[config.mk]
export PLATFORM = sky130hd
export DESIGN_NAME = load_store_unit
export DESIGN_NICKNAME = d
export VERILOG_FILES = /design/src/rtl/lsu_pkg.sv /design/src/rtl/lsu_align.sv /design/src/rtl/load_store_unit.sv
export SDC_FILE = /design/constraint.sdc
export NUM_CORES = 1
export LEC_CHECK = 0
export CORE_MARGIN = 3
export CORE_UTILIZATION = 46
export DETAILED_ROUTE_END_ITERATION = 10
export PLACE_DENSITY_LB_ADDON = 0.15
export SKIP_CTS_REPAIR_TIMING = 1
export SLEW_MARGIN = 40
export SYNTH_ARGS = -nofsm -noshare
export SYNTH_HDL_FRONTEND = slang
export SYNTH_HIERARCHICAL = 1
export SYNTH_SLANG_ARGS = --single-unit
[constraint.sdc]
create_clock -name clk -period 4.4 [get_ports clk]
set_input_delay 0.88 -clock clk [delete_from_list [all_inputs] [get_ports clk]]
set_output_delay 0.88 -clock clk [all_outputs]
set_load 0.1 [all_outputs]
[src/rtl/lsu_pkg.sv]
// Shared definitions for the load/store unit: funct3 encodings, FSM states and
// request legality helpers.
package lsu_pkg;

  localparam logic [2:0] F3_B  = 3'b000;
  localparam logic [2:0] F3_H  = 3'b001;
  localparam logic [2:0] F3_W  = 3'b010;
  localparam logic [2:0] F3_BU = 3'b100;
  localparam logic [2:0] F3_HU = 3'b101;

  // Width of the byte-lane offset inside a word.
  localparam int unsigned LaneW = 2;
  // Width of the error flag carried with a response.
  localparam int unsigned ErrW  = 1;

  typedef enum logic [2:0] {
    StIdle,
    StLd,
    StStWr,
    StRmwRd,
    StRmwWr,
    StResp
  } lsu_state_t;

  // Loads accept all five RV32I widths; stores only B/H/W.
  function automatic logic funct3_legal(input logic we, input logic [2:0] f3);
    logic ok;
    case (f3)
      F3_B, F3_H, F3_W: ok = 1'b1;
      F3_BU, F3_HU:     ok = ~we;
      default:          ok = 1'b0;
    endcase
    return ok;
  endfunction

  // Halfwords need an even address, words a word-aligned one.
  function automatic logic misaligned(input logic [2:0] f3, input logic [LaneW-1:0] off);
    logic bad;
    case (f3[1:0])
      2'b01:   bad = off[0];
      2'b10:   bad = (off != 2'b00);
      default: bad = 1'b0;
    endcase
    return bad;
  endfunction

endpackage

[src/rtl/lsu_align.sv]
// Combinational byte-lane logic: load extract/extend and store merge.
module lsu_align
  import lsu_pkg::*;
(
  input  logic [31:0]      ld_word_i,
  input  logic [LaneW-1:0] off_i,
  input  logic [2:0]       funct3_i,
  input  logic [31:0]      old_word_i,
  input  logic [31:0]      wdata_i,
  output logic [31:0]      ld_data_o,
  output logic [31:0]      st_word_o
);

  logic [7:0]  ld_byte;
  logic [15:0] ld_half;

  // Pick the addressed lane and extend it to 32 bits.
  always_comb begin
    ld_byte = ld_word_i[{off_i, 3'b000} +: 8];
    ld_half = off_i[1] ? ld_word_i[31:16] : ld_word_i[15:0];
    case (funct3_i)
      F3_B:    ld_data_o = {{24{ld_byte[7]}}, ld_byte};
      F3_BU:   ld_data_o = {24'h000000, ld_byte};
      F3_H:    ld_data_o = {{16{ld_half[15]}}, ld_half};
      F3_HU:   ld_data_o = {16'h0000, ld_half};
      default: ld_data_o = ld_word_i;
    endcase
  end

  // Overlay the store lane onto the word read back from memory.
  always_comb begin
    st_word_o = old_word_i;
    case (funct3_i)
      F3_B: st_word_o[{off_i, 3'b000} +: 8] = wdata_i[7:0];
      F3_H: begin
        if (off_i[1]) st_word_o[31:16] = wdata_i[15:0];
        else          st_word_o[15:0]  = wdata_i[15:0];
      end
      default: st_word_o = wdata_i;
    endcase
  end

endmodule

[src/rtl/load_store_unit.sv]
// Load/store unit between the core execute stage and a word-addressed data
// memory (combinational read, write on posedge). Sub-word stores are done as
// read-modify-write. Optional performance counters: define LSU_PERF_CNT_EN.
module load_store_unit
  import lsu_pkg::*;
#(
  parameter int unsigned MEM_WORDS = 1024
) (
  input  logic        clk,
  input  logic        rst,
  input  logic        req_valid,
  output logic        req_ready,
  input  logic        req_we,
  input  logic [2:0]  req_funct3,
  input  logic [31:0] req_addr,
  input  logic [31:0] req_wdata,
  output logic        resp_valid,
  output logic [31:0] resp_rdata,
  output logic        resp_err,
  output logic [31:0] mem_a,
  output logic [31:0] mem_wd,
  output logic        mem_we,
  input  logic [31:0] mem_rd
`ifdef LSU_PERF_CNT_EN
  ,
  output logic [31:0] ld_cnt,
  output logic [31:0] st_cnt,
  output logic [31:0] err_cnt
`endif
);

  lsu_state_t       state_q;
  logic             we_q;
  logic [2:0]       f3_q;
  logic [31:0]      addr_q;
  logic [31:0]      wdata_q;
  logic [31:0]      word_q;
  logic [ErrW-1:0]  err_q;

  logic             out_of_range;
  logic             req_err;
  logic [31:0]      ld_data;
  logic [31:0]      st_word;

  assign out_of_range = ({2'b00, req_addr[31:2]} >= MEM_WORDS);
  assign req_err      = ~funct3_legal(req_we, req_funct3) |
                        misaligned(req_funct3, req_addr[1:0]) | out_of_range;

  lsu_align u_align (
    .ld_word_i  (word_q),
    .off_i      (addr_q[1:0]),
    .funct3_i   (f3_q),
    .old_word_i (word_q),
    .wdata_i    (wdata_q),
    .ld_data_o  (ld_data),
    .st_word_o  (st_word)
  );

  // Request latches and FSM; errors are decided at accept and skip memory.
  always_ff @(posedge clk or negedge rst) begin
    if (!rst) begin
      state_q <= StIdle;
      we_q    <= 1'b0;
      f3_q    <= 3'b000;
      addr_q  <= 32'h0;
      wdata_q <= 32'h0;
      word_q  <= 32'h0;
      err_q   <= '0;
    end else begin
      unique case (state_q)
        StIdle: begin
          if (req_valid) begin
            we_q    <= req_we;
            f3_q    <= req_funct3;
            addr_q  <= req_addr;
            wdata_q <= req_wdata;
            err_q   <= req_err;
            if (req_err)                 state_q <= StResp;
            else if (!req_we)            state_q <= StLd;
            else if (req_funct3 == F3_W) state_q <= StStWr;
            else                         state_q <= StRmwRd;
          end
        end
        StLd: begin
          word_q  <= mem_rd;
          state_q <= StResp;
        end
        StStWr:  state_q <= StResp;
        StRmwRd: begin
          word_q  <= mem_rd;
          state_q <= StRmwWr;
        end
        StRmwWr: state_q <= StResp;
        StResp:  state_q <= StIdle;
        default: state_q <= StIdle;
      endcase
    end
  end

  assign req_ready = (state_q == StIdle);

  // Memory and response outputs decoded from the registered state.
  always_comb begin
    mem_a      = 32'h0;
    mem_we     = 1'b0;
    mem_wd     = 32'h0;
    resp_valid = 1'b0;
    resp_err   = 1'b0;
    resp_rdata = 32'h0;
    if (state_q != StIdle) mem_a = {addr_q[31:2], 2'b00};
    case (state_q)
      StStWr: begin
        mem_we = 1'b1;
        mem_wd = wdata_q;
      end
      StRmwWr: begin
        mem_we = 1'b1;
        mem_wd = st_word;
      end
      StResp: begin
        resp_valid = 1'b1;
        resp_err   = err_q[0];
        if (!err_q[0] && !we_q) resp_rdata = ld_data;
      end
      default: ;
    endcase
  end

`ifdef LSU_PERF_CNT_EN
  logic [31:0] ld_cnt_q, st_cnt_q, err_cnt_q;

  // Count completed requests by class; errored requests only count as errors.
  always_ff @(posedge clk or negedge rst) begin
    if (!rst) begin
      ld_cnt_q  <= 32'h0;
      st_cnt_q  <= 32'h0;
      err_cnt_q <= 32'h0;
    end else if (state_q == StResp) begin
      if (err_q[0])  err_cnt_q <= err_cnt_q + 32'd1;
      else if (we_q) st_cnt_q  <= st_cnt_q + 32'd1;
      else           ld_cnt_q  <= ld_cnt_q + 32'd1;
    end
  end

  assign ld_cnt  = ld_cnt_q;
  assign st_cnt  = st_cnt_q;
  assign err_cnt = err_cnt_q;
`endif

endmodule

# Yosys cells after proc, flatten, opt, wreduce, memory -nomap -nowiden
# Cells that the tools add are included.
dict set report classes {
  muxes 20
  n_bitwise 4
  n_reduce_logical 14
  shifts 3
  magnitude_cmp 1
  eq_ne 15
  addsub 1
}
# cell n
set ops {}
lappend ops {{$pmux W32 S2} 2}
lappend ops {{$pmux W32 S4} 1}
lappend ops {{$mux W32} 3}
lappend ops {{$mux W16} 3}
lappend ops {{$bwmux W32} 1}
lappend ops {{$shift A8 B7 Y32 const A} 1}
lappend ops {{$shiftx A32 B6 Y8} 1}
lappend ops {{$shiftx A8 B7 Y32} 1}
lappend ops {{$ge A30 B11 Y1 const B} 1}
lappend ops {{$eq A3 B3 Y1 const B} 6}
lappend ops {{$eq A3 B1 Y1 const B} 3}
lappend ops {{$eq A3 B2 Y1 const B} 3}
lappend ops {{$logic_not A3 Y1} 3}
lappend ops {{$pmux W3 S3} 1}
lappend ops {{$neg A5 Y7} 1}
lappend ops {{$mux W3} 2}
lappend ops {{$reduce_or A2 Y1} 3}
lappend ops {{$reduce_or A3 Y1} 2}
lappend ops {{$mux W1} 4}
lappend ops {{$pmux W1 S2} 2}
lappend ops {{$reduce_bool A3 Y1} 1}
lappend ops {{$eq A2 B1 Y1 const B} 1}
lappend ops {{$eq A2 B2 Y1 const B} 1}
lappend ops {{$logic_not A1 Y1} 2}
lappend ops {{7 further kinds} 9}
dict set report totals {
  out_inout_bits 100
  input_bits 103
  reg_bits 104
  elab_cells 65
}

# Longest topological paths before layout
dict set report logic_depth {
  depth_word 9
  mapped_depth 8
  depth_no_buf 7
}

# Modules after synthesis
# The synthesis kept the hierarchy.
# mod instances cells_each area_per_inst_um2 seq_area_each_um2
set by_module_without_submodules {}
lappend by_module_without_submodules {load_store_unit 1 512 4921.0 2602.5}
lappend by_module_without_submodules {lsu_align 1 272 1675.4 0.0}

# Worst setup path before layout
# No wires, ideal clock.
dict set report synth_path {
  path_type {flip-flop to output port}
  from {reg state_q[2]}
  to {out mem_a[22]}
  stages_incl_launch_ff 5
  path_slack_ns 0.826
  t_arrival_ns 2.694
  n_path_buf 2
  required_ns 3.520
  path_cell_list {dfrtp_1 > buf_2 > nor3_4 > clkbuf_1 > nor2b_1}
}
dict set report synth_between {
  elab_chain_cells 2
}
# item line_no
set synth_lines {}
lappend synth_lines {{start: declaration} load_store_unit.sv:32} ;# lsu_state_t state_q;
lappend synth_lines {{start signal: assignment} load_store_unit.sv:62} ;# state_q <= StIdle;
lappend synth_lines {{start signal: assignment} load_store_unit.sv:78} ;# if (req_err) state_q <= StResp;
lappend synth_lines {{start signal: assignment} load_store_unit.sv:79} ;# else if (!req_we) state_q <= StLd;
lappend synth_lines {{$reduce_bool A3 Y1} load_store_unit.sv:110} ;# if (state_q != StIdle) mem_a = {addr_q[31:2], 2'b00};
lappend synth_lines {{$mux W32} load_store_unit.sv:110}
lappend synth_lines {{end: declaration} load_store_unit.sv:20} ;# output logic [31:0] mem_a,
# No other way between the ends.

# Worst setup path in the final report
dict set report layout_path {
  from {reg addr_q[1]}
  to {out mem_wd[24]}
}
dict set report layout_between {
  elab_chain_cells 5
  word_cells_on_any_way 7
  cone_classes {1 x add/sub; 2 x shift; 4 x mux}
}
# item line_no
set layout_lines {}
lappend layout_lines {{start: declaration} load_store_unit.sv:35} ;# logic [31:0] addr_q;
lappend layout_lines {{start signal: assignment} load_store_unit.sv:75} ;# addr_q <= req_addr;
lappend layout_lines {{$neg A5 Y7} lsu_align.sv:34} ;# F3_B: st_word_o[{off_i, 3'b000} +: 8] = wdata_i[7:0];
lappend layout_lines {{$shiftx A8 B7 Y32 or $shift A8 B7 Y32 (tied branches)} lsu_align.sv:34}
lappend layout_lines {{$bwmux W32} lsu_align.sv:34}
lappend layout_lines {{$pmux W32 S2 *} lsu_align.sv:33} ;# case (funct3_i)
lappend layout_lines {{via st_word[24]} load_store_unit.sv:43} ;# logic [31:0] st_word;
lappend layout_lines {{$pmux W32 S2 *} load_store_unit.sv:111} ;# case (state_q)
lappend layout_lines {{end: declaration} load_store_unit.sv:21} ;# output logic [31:0] mem_wd,
# The timed path passes the listed nets; every way through them passes the cells marked *.

==> flow_summary.toml <==
[synth]
synth_top_area_share_pct = 39.5
ys_types = 55
syn-mean-instance-area_sq_um = 8.41
yosysTopAreaCell = "dfrtp_1"
ys_warn_count = 6
netlist_top_cells_area = "dfrtp_1 (39%), nand2_1 (15%), a22o_1 (7.4%)"
synth-edff-count = 0
synth.cell_area_sq_um = 6600
yosysSeqAreaShare_pct = 39.5
syn_inst = 784
async_flop_share_pct = 100
synth_seq_cells = 104
ys.flop_type = "dfrtp_1"

[grt]
use_met2_pct = 43.2
grt_pass1_wl_microns = 33000
met3_usage_pct = 7.55
grt.overflow.total = 0
grt_use_total_pct = 26.0
grt_most_used_layer = "met2"
first_global_vias = 6127
grt_max_degree = 48
met1_usage_pct = 32.9
antenna_found_initial = 0

[route]
drc = 0
dr.pass1.iters = 7
route.antenna.remaining_nets = 0
drtIter0Drc = 447
vias = 6335
drt-total-wl_microns = 20600
viasPerCell = 5.56
wl_per_cell_microns = 18.1

[timing]
finClkSkew_ns = 0.00797
fin_setup_tns_ns = 0
final_hold_viol_count = 0
period_needed_ns = 3.86
setup_viol = 0
max_freq_ghz = 0.259
rsz0062_at_grt = "no"
slew_viol_final = 0
max_slew_margin_pct = 50.0
tightest_slew_ns = 0.749
finalCritPeriodShare_pct = 87.7

[worst_setup_path]
cp.arrival_ns = 2.98
crit_path_top_delay_cell = "or3_1"
critPathKind = "register to output port"
path_cells = "buf_4, ha_1, clkinv_1, or3_1, o21ai_0, a22o_1, a22o_1, buf_12"
cpPeakStageDelay_ns = 0.53
cpMostUsedCell = "a22o_1"
critPathLaunchType = "register"
worstSetupEndpointType = "output port"
crit_fanout = 40
critPathRequiredTime_ns = 3.52

[clock_tree]
tritoncts = "built"
cts.path.max_buffers = 2
h-tree-depth = 3
numCtsBuffers = 9
path_clk_slew_ns = 0.08
insertion_delay_ns = 0.35
cts_root_buffer = "clkbuf_16"
cts.sinks = 104

[die]
die_w_microns = 126
dieArea_sq_um = 15800
floorplan.initialDensity_pct = 47.3
coreArea_sq_um = 13900
die_h_microns = 126
rows = 43
num_io_pins = 203

[layout]
final_cell_mix = "nand2_1 (256), dfrtp_1 (104), clkdlybuf4s50_1 (101)"
utilization_pct = 66.7
mostFrequentLayoutCell = "nand2_1"
n_fill_cell = 1170
layout.nets = 1066
fin_area_sq_um = 9290
antenna_cells = 0
area_growth_syn_to_layout_pct = 40.8
layout-drive-gt1-share_pct = 18.6

[min_path]
hp-class = "register to register"

[flow_run]
drv_cap = 0

[placed_design]
port_buffers = 200
gp_congestion = 0.913
dpl.hpwl_microns = 14900
placed_cell_area_sq_um = 9010

[outcome]
status = "completed"
==> metrics by stage <==
step	cells	hold WS, ns	worst slack [ns]
floorplan	785	0.438	0.826
global placement	1124	0.450	1.11
detailed placement	1124	0.454	1.02
CTS	1140	0.472	0.585
global route	1140	0.490	0.361
finish	1140	0.468	0.541
==> routing by layer <==
layer | vias to the layer above | part of all wire [%]
met5 | - | 0
met4 | 0 | 3.2
met3 | 48 | 8.6
met2 | 301 | 48
met1 | 2961 | 41
li1 | 3025 | -
==> synth_stat cells (10+ instances only) <==
| library cell | count |
|---|---|
| nand2b_1 | 12 |
| nor2b_1 | 34 |
| a22o_1 | 56 |
| nand2_1 | 257 |
| clkbuf_1 | 23 |
| a21oi_1 | 46 |
| and2_1 | 35 |
| mux2_2 | 32 |
| buf_2 | 11 |
| o21ai_0 | 32 |
| nor2_1 | 10 |
| dfrtp_1 | 104 |
| mux2i_1 | 22 |
==> final timing paths <==
path	from	endpoint	slack [ns]	depth (start not counted)
min in group asynchronous	rst	word_q[14]	0.52	1
max in group asynchronous	rst	addr_q[6]	3.04	2
max reg2reg	state_q[2]	f3_q[1]	2.05	6
max	addr_q[1]	mem_wd[24]	0.54	8
min reg2reg	addr_q[6]	addr_q[6]	0.47	2
min	addr_q[6]	addr_q[6]	0.47	2
==> worst max-delay path: cells and delay by family (launching register included) <==
family,cells,cell delay (ns)
AOI/OAI and AO/OA,3,0.55
adders and majority gates,1,0.25
buffers and inverters,3,0.88
DFF,1,0.37
and+or+nand+nor,1,0.53
==> sequential cells by signal (all words and copies together) (netlist names) <==
name,flops
state_q,3
word_q,32
addr_q,32
f3_q,3
we_q,1
err_q,1
wdata_q,32
==> layout make-up <==
cell class,count,area (sq um),area share [%]
multi-input combinational,618,3680,39.6
sequential,104,2600,28.0
timing repair buffer,212,2460,26.5
clock buffer,11,243,2.61
tap,180,225,2.42
clock inverter,5,38.8,0.418
inverter,10,37.5,0.404
==> cell families (layout without fill, tap and decap cells) <==
| group | after synthesis | after routing | share of synthesized area [%] |
|---|---|---|---|
| flops | 104 | 104 | 39.5 |
| other cells | 1 | 2 | 0.0568 |
| mux | 56 | 56 | 9.31 |
| compound gates | 169 | 169 | 17.8 |
| buf+inv | 63 | 238 | 5.05 |
| fa+ha+maj | 8 | 8 | 1.52 |
| simple gates | 383 | 383 | 26.8 |
Power is left out: the tool's default activity adds up to more than one toggle a clock period on the data nets, which glitch-free logic cannot reach.
